`src/rtl/pipe_stage_buf.sv`:
```
// pipe_stage_buf: valid/ready pipeline stage register with a 2-entry skid.
// Optional stall/flush statistics enabled by PIPE_STAGE_BUF_STATS_EN.
module pipe_stage_buf #(
  parameter int unsigned            PAYLOAD_W = 104,
  parameter logic [PAYLOAD_W-1:0]   RESET_VAL = '0
) (
  input  logic                 clk,
  input  logic                 rst_n,
  input  logic                 in_valid,
  output logic                 in_ready,
  input  logic [PAYLOAD_W-1:0] in_payload,
  input  logic                 flush,
  output logic                 out_valid,
  input  logic                 out_ready,
  output logic [PAYLOAD_W-1:0] out_payload,
  output logic [1:0]           occupancy
`ifdef PIPE_STAGE_BUF_STATS_EN
  ,
  output logic [31:0]          stall_cnt,
  output logic [31:0]          flush_drop_cnt
`endif
);

  typedef enum logic [1:0] {
    EMPTY = 2'd0,
    ONE   = 2'd1,
    FULL  = 2'd2
  } state_t;

  state_t               state;
  logic [PAYLOAD_W-1:0] main_q;
  logic [PAYLOAD_W-1:0] skid_q;
  logic                 accept;
  logic                 pop;

  // Ready comes from registered state only, held low while in reset.
  assign in_ready    = rst_n & (state != FULL);
  assign out_valid   = (state != EMPTY);
  assign out_payload = main_q;
  assign occupancy   = state;
  assign accept      = in_valid & in_ready;
  assign pop         = out_valid & out_ready;

  always_ff @(posedge clk or negedge rst_n) begin
    if (!rst_n) begin
      state  <= EMPTY;
      main_q <= RESET_VAL;
      skid_q <= RESET_VAL;
    end else if (flush) begin
      state <= EMPTY;
    end else begin
      unique case (state)
        EMPTY: begin
          if (accept) begin
            state  <= ONE;
            main_q <= in_payload;
          end
        end
        ONE: begin
          unique case (1'b1)
            accept && !pop: begin
              state  <= FULL;
              skid_q <= in_payload;
            end
            accept && pop: begin
              main_q <= in_payload;
            end
            !accept && pop: begin
              state <= EMPTY;
            end
            default: ;
          endcase
        end
        FULL: begin
          if (pop) begin
            state  <= ONE;
            main_q <= skid_q;
          end
        end
        default: state <= EMPTY;
      endcase
    end
  end

`ifdef PIPE_STAGE_BUF_STATS_EN
  logic [32:0] drop_sum;

  assign drop_sum = {1'b0, flush_drop_cnt} + {31'd0, occupancy};

  always_ff @(posedge clk or negedge rst_n) begin
    if (!rst_n) begin
      stall_cnt      <= '0;
      flush_drop_cnt <= '0;
    end else begin
      if (out_valid && !out_ready && stall_cnt != 32'hFFFF_FFFF)
        stall_cnt <= stall_cnt + 32'd1;
      if (flush)
        flush_drop_cnt <= drop_sum[32] ? 32'hFFFF_FFFF
                                       : drop_sum[31:0];
    end
  end
`endif

endmodule

```
`config.mk`:
```
export PLATFORM = sky130hd
export DESIGN_NAME = pipe_stage_buf
export DESIGN_NICKNAME = d
export VERILOG_FILES = /design/src/rtl/pipe_stage_buf.sv
export SDC_FILE = /design/constraint.sdc
export NUM_CORES = 1
export LEC_CHECK = 0
export ABC_AREA = 1
export CORE_ASPECT_RATIO = 0.5
export CORE_MARGIN = 5
export CORE_UTILIZATION = 25
export CTS_CLUSTER_DIAMETER = 100
export DETAILED_ROUTE_END_ITERATION = 6
export SLEW_MARGIN = 10
export SYNTH_ARGS = -nofsm -noshare
export SYNTH_HDL_FRONTEND = slang
export SYNTH_SLANG_ARGS = --single-unit
```
`constraint.sdc`:
```
create_clock -name clk -period 3.75 [get_ports clk]
set_input_delay 1.125 -clock clk [delete_from_list [all_inputs] [get_ports clk]]
set_output_delay 1.125 -clock clk [all_outputs]
set_load 0.03 [all_outputs]
```
# ---- After elaboration in Yosys (flattened, before gate mapping)
# Cells that the tools add are included.
dict set report op_classes {
  n_bitwise 4
  n_mux 9
  n_eq_ne 9
  n_reduce_logical 11
}
# op count
set ops {}
lappend ops {{two-way mux 104 bit} 3}
lappend ops {{one-hot mux 104 bit (3 select lines)} 1}
lappend ops {{!= test 2 bit (second input constant)} 4}
lappend ops {{two-way mux 2 bit} 3}
lappend ops {{!= test 3 bit (second input constant)} 2}
lappend ops {{one-hot mux 2 bit (3 select lines)} 1}
lappend ops {{AND reduction 3 bit} 2}
lappend ops {{AND reduction 5 bit} 1}
lappend ops {{!= test 4 bit (second input constant)} 1}
lappend ops {{one-hot mux 2 bit (2 select lines)} 1}
lappend ops {{bitwise AND 1 bit} 3}
lappend ops {{logical AND 1 bit} 3}
lappend ops {{nonzero test 3 bit} 1}
lappend ops {{equality test 2 x 1 -> 1 bit (second input constant)} 1}
lappend ops {{equality test 2 bit (second input constant)} 1}
lappend ops {{zero test 1 bit} 2}
lappend ops {{zero test 2 bit} 1}
lappend ops {{nonzero test 2 bit} 1}
lappend ops {{inverter 1 bit} 1}
dict set report totals {
  ff_bits 210
  out_inout_bits 108
  word_cells 36
}

# ---- Logic depth before layout (Yosys ltp)
dict set report logic_depth {
  ltp_word 8
  ltp_mapped 10
  depth_no_buf 7
}

# ---- Least setup slack after synthesis
# Ideal clock, no wire load.
dict set report synth_path {
  path_kind {input port to output port}
  start {in rst_n}
  end {out in_ready}
  cell_stages 2
  arrival_time_ns 1.562
  path_buffers 0
  slack_ns 1.063
  cell_sequence {inv_1 nor2_1}
}
dict set report synth_between {
  elab_chain_cells 1
}
# element line_no
set synth_rtl {}
lappend synth_rtl {{start, declared} 8} ;# input logic rst_n,
lappend synth_rtl {{bitwise AND 1 bit} 37} ;# assign in_ready = rst_n & (state != FULL);
lappend synth_rtl {{end, declared} 10} ;# output logic in_ready,
# Every way passes these cells.

# ---- Final worst setup path
dict set report layout_path {
  start {reg state[1] (netlist: occupancy[1])}
  end {out out_valid}
}
dict set report layout_between {
  elab_chain_cells 1
}
# element line_no
set layout_rtl {}
lappend layout_rtl {{start, declared} 30} ;# state_t state;
lappend layout_rtl {{start signal, assigned} 46} ;# state <= EMPTY;
lappend layout_rtl {{start signal, assigned} 50} ;# state <= EMPTY;
lappend layout_rtl {{start signal, assigned} 55} ;# state <= ONE;
lappend layout_rtl {{nonzero test 2 bit} 38} ;# assign out_valid = (state != EMPTY);
lappend layout_rtl {{end, declared} 13} ;# output logic out_valid,
# Every way passes these cells.

==> key figures <==
Status
  • Status: finished, final reports clean

Die
  • Die area: around 0.042 mm^2
  • Core footprint: ~0.037 mm^2
  • Die height: around 150 um
  • Die W: about 280 um
  • Rows: 50
  • I/O Pins: roughly 220
  • Initial Utilization: 0.252

Setup path
  • Worst reg-to-reg path cell count: 9
  • Largest stage delay, worst path: between 0.5 and 0.6 ns
  • Critical path depth: 3
  • Setup crit end kind: output port
  • CP max stage cell: clkdlybuf4s50_1
  • Critical path type: flop to output port
  • CP Launch Type: flop
  • WP data arrival: about 1.9 ns
  • Cell Chain, Critical Path: nor2_2 > inv_1 > clkdlybuf4s50_1
  • Crit path max-delay family: buffers and inverters
  • Critical Path RT: 2.62 ns
  • Crit Path Max Fanout: 5
  • CP Buf/Inv Count: 2

STA
  • Final Slew Violations: 0
  • Worst clock skew: between 0.01 and 0.015 ns
  • Setup TNS: 0 ns
  • Relative slew slack: 0.452
  • Least-Margin Pin Slew: approximately 0.82 ns
  • F_max: between 300 and 400 MHz
  • Final setup margin: around 0.77 ns
  • Hold Vio Cnt, Final: 0
  • Final setup viols: 0
  • RSZ-0062 raised after global routing: no
  • Post-layout min period: around 3.0 ns
  • Period utilisation layout: 0.794

Flow run
  • Max_cap viols: 0

Clock network
  • PostCTS Resize Cnt: 0
  • Clock Sinks: 210
  • CTS Buf Count: 23
  • Clock Tree Root: clkbuf_16
  • Clock Pin Slew Worst Setup and Hold Paths: ~0.06 ns
  • TritonCTS clock tree: done
  • Worst-case clock buffer depth: 3
  • Worst-Skew Late Latency: approximately 0.5 ns
  • H-tree depth: 1
  • Setup Buffers After CTS: 0
  • # hold bufs at CTS: 0

GRT
  • Busiest metal layer after global routing: met2
  • First-pass GRT wire length: around 43000 um
  • Met1 usage in global routing: 0.147
  • Initial antenna violation count: 5
  • GR Layer Usage met3: 0.0181
  • Gr ovfl total: 0
  • Grt met2 use: 0.233
  • Gr usage total: 0.127
  • Largest net degree at the start of global routing: 128
  • Vias in the first global route: around 7600

Layout
  • Sequential cell area: 0.00526 mm^2
  • Most frequent cells in the layout: nand2_1 (391), clkdlybuf4s50_1 (214), dfrtp_1 (210)
  • Post-Layout Cell Count: 1838
  • Layout Nets: between 1000 and 1500
  • Commonest non-fill, non-tap cell in the layout: nand2_1
  • Share of layout cells above drive strength 1: 0.0523
  • Layout fillers: about 3900
  • Final core utilization: 0.342
  • Area growth, synth to finish: 35.8%
  • Area of the multi-input gates: ~0.0033 mm^2

Yosys
  • Sequential area share after synthesis: 0.560
  • #FFs+latches synth: 210
  • Post-Synthesis Cell Area: 0.00938 mm^2
  • Mapped Cells: approximately 1100
  • Distinct cells, synth: 21
  • Avg Inst Size Synth: about 8.2 um^2
  • Ys Warns: 0
  • Mapped Nets: around 1300

Placement
  • Place WS: about 0.7 ns
  • Detailed placement HPWL: between 15000 and 20000 um
  • Port Buf Inserts: between 200 and 250
  • Post-placement cell count: 1792
  • GP Congestion: 0.795

Pwr
  • PD cells: between 800 and 900 mW/mm^2
  • Leak: approximately 6.2 nW
  • Peak supply drop: 0.304 mV

Route
  • Drt wl/cell: about 15 um
  • Drt pass-1 iters: 4
  • Final Routed Wirelength: between 20000 and 30000 um
  • Antenna Nets Post-Route: 0
  • Via count: between 7000 and 8000
  • Via density: approximately 4.3
  • DRC: 0
  • DRT iter0 DRCs: roughly 540

Worst hold path
  • Worst min path class: input port to async pin
==> metal layers <==
layer	routed length [um]	part of all wire
met1	10900	0.40
met2	14500	0.53
met3	620	0.023
met4	1110	0.041
met5	0	0
==> metrics by stage <==
step / power, W / hold slack [ns] / instance area, um^2
finish: 0.0103 / 0.426 / 12700
global route: 0.0110 / 0.412 / 12700
CTS: 0.0105 / 0.405 / 12700
detailed placement: 0.00810 / 0.457 / 11900
global placement: 0.00804 / 0.454 / 11900
floorplan: 0.00625 / 0.453 / 9380
==> report_power, final <==
group | switching (W) | leakage [nW] | internal [W]
registers | 0.000572 | 2.57 | 0.00337
clock network | 0.000906 | 0.390 | 0.00142
logic | 0.00248 | 3.21 | 0.00159
==> area by class of cell <==
type,instances,share of cell area
Antenna cell,5,0.000982
Clock buffer,35,0.0550
Clock inverter,6,0.00629
Inverter,110,0.0326
Multi-Input combinational cell,750,0.260
Sequential cell,210,0.412
Tap cell,494,0.0485
Timing Repair Buffer,228,0.184
==> registers in the layout, indices dropped and copies added (netlist names) <==
| register | count |
|---|---|
| occupancy | 2 |
| out_payload | 104 |
| skid_q | 104 |
==> cells in the mapped netlist <==
cell type,instances,area share
o31ai_1,1,0.00080
buf_6,11,0.013
nand2_1,393,0.16
a21oi_1,21,0.011
nor2_2,1,0.00067
inv_1,109,0.044
o21ai_1,56,0.030
nand3b_1,1,0.00080
nand3_2,1,0.0011
dfrtp_1,210,0.56
inv_2,1,0.00040
clkbuf_1,29,0.012
nor2_1,34,0.014
nand3_1,104,0.055
a21oi_2,11,0.010
or2_1,1,0.00067
o21ai_0,124,0.066
buf_2,35,0.019
nand2_4,1,0.0012
o21bai_2,1,0.0012
buf_4,3,0.0024
==> logic make-up after synthesis <==
kind of cell / after synthesis / synth area share
buffers and inverters: 188 / 0.0899
AND/OR/NAND/NOR: 536 / 0.231
flip-flops: 210 / 0.560
AO/OA/AOI/OAI: 214 / 0.119
==> final timing paths <==
kind                                              from  slack (ns)                          end
setup / recovery              occupancy[1]$_DFFE_PN0P_        0.77                    out_valid
hold / removal                                   rst_n        0.43       skid_q[81]$_DFFE_PN0P_
setup reg to reg              occupancy[0]$_DFFE_PN0P_        1.17  out_payload[33]$_DFFE_PN0P_
hold reg to reg            out_payload[71]$_DFFE_PN0P_        0.47  out_payload[71]$_DFFE_PN0P_
max in group asynchronous                        rst_n        1.90       skid_q[18]$_DFFE_PN0P_
min in group clk           out_payload[71]$_DFFE_PN0P_        0.47  out_payload[71]$_DFFE_PN0P_
==> worst register-to-register path: cells and delay by family, from the launching register on <==
kind,cells,cell delay (ns)
buf+inv,4,1.48
compound gates,1,0.09
flops,1,0.42
simple gates,4,0.53
Note: power is estimated with default switching activity, not from simulation.
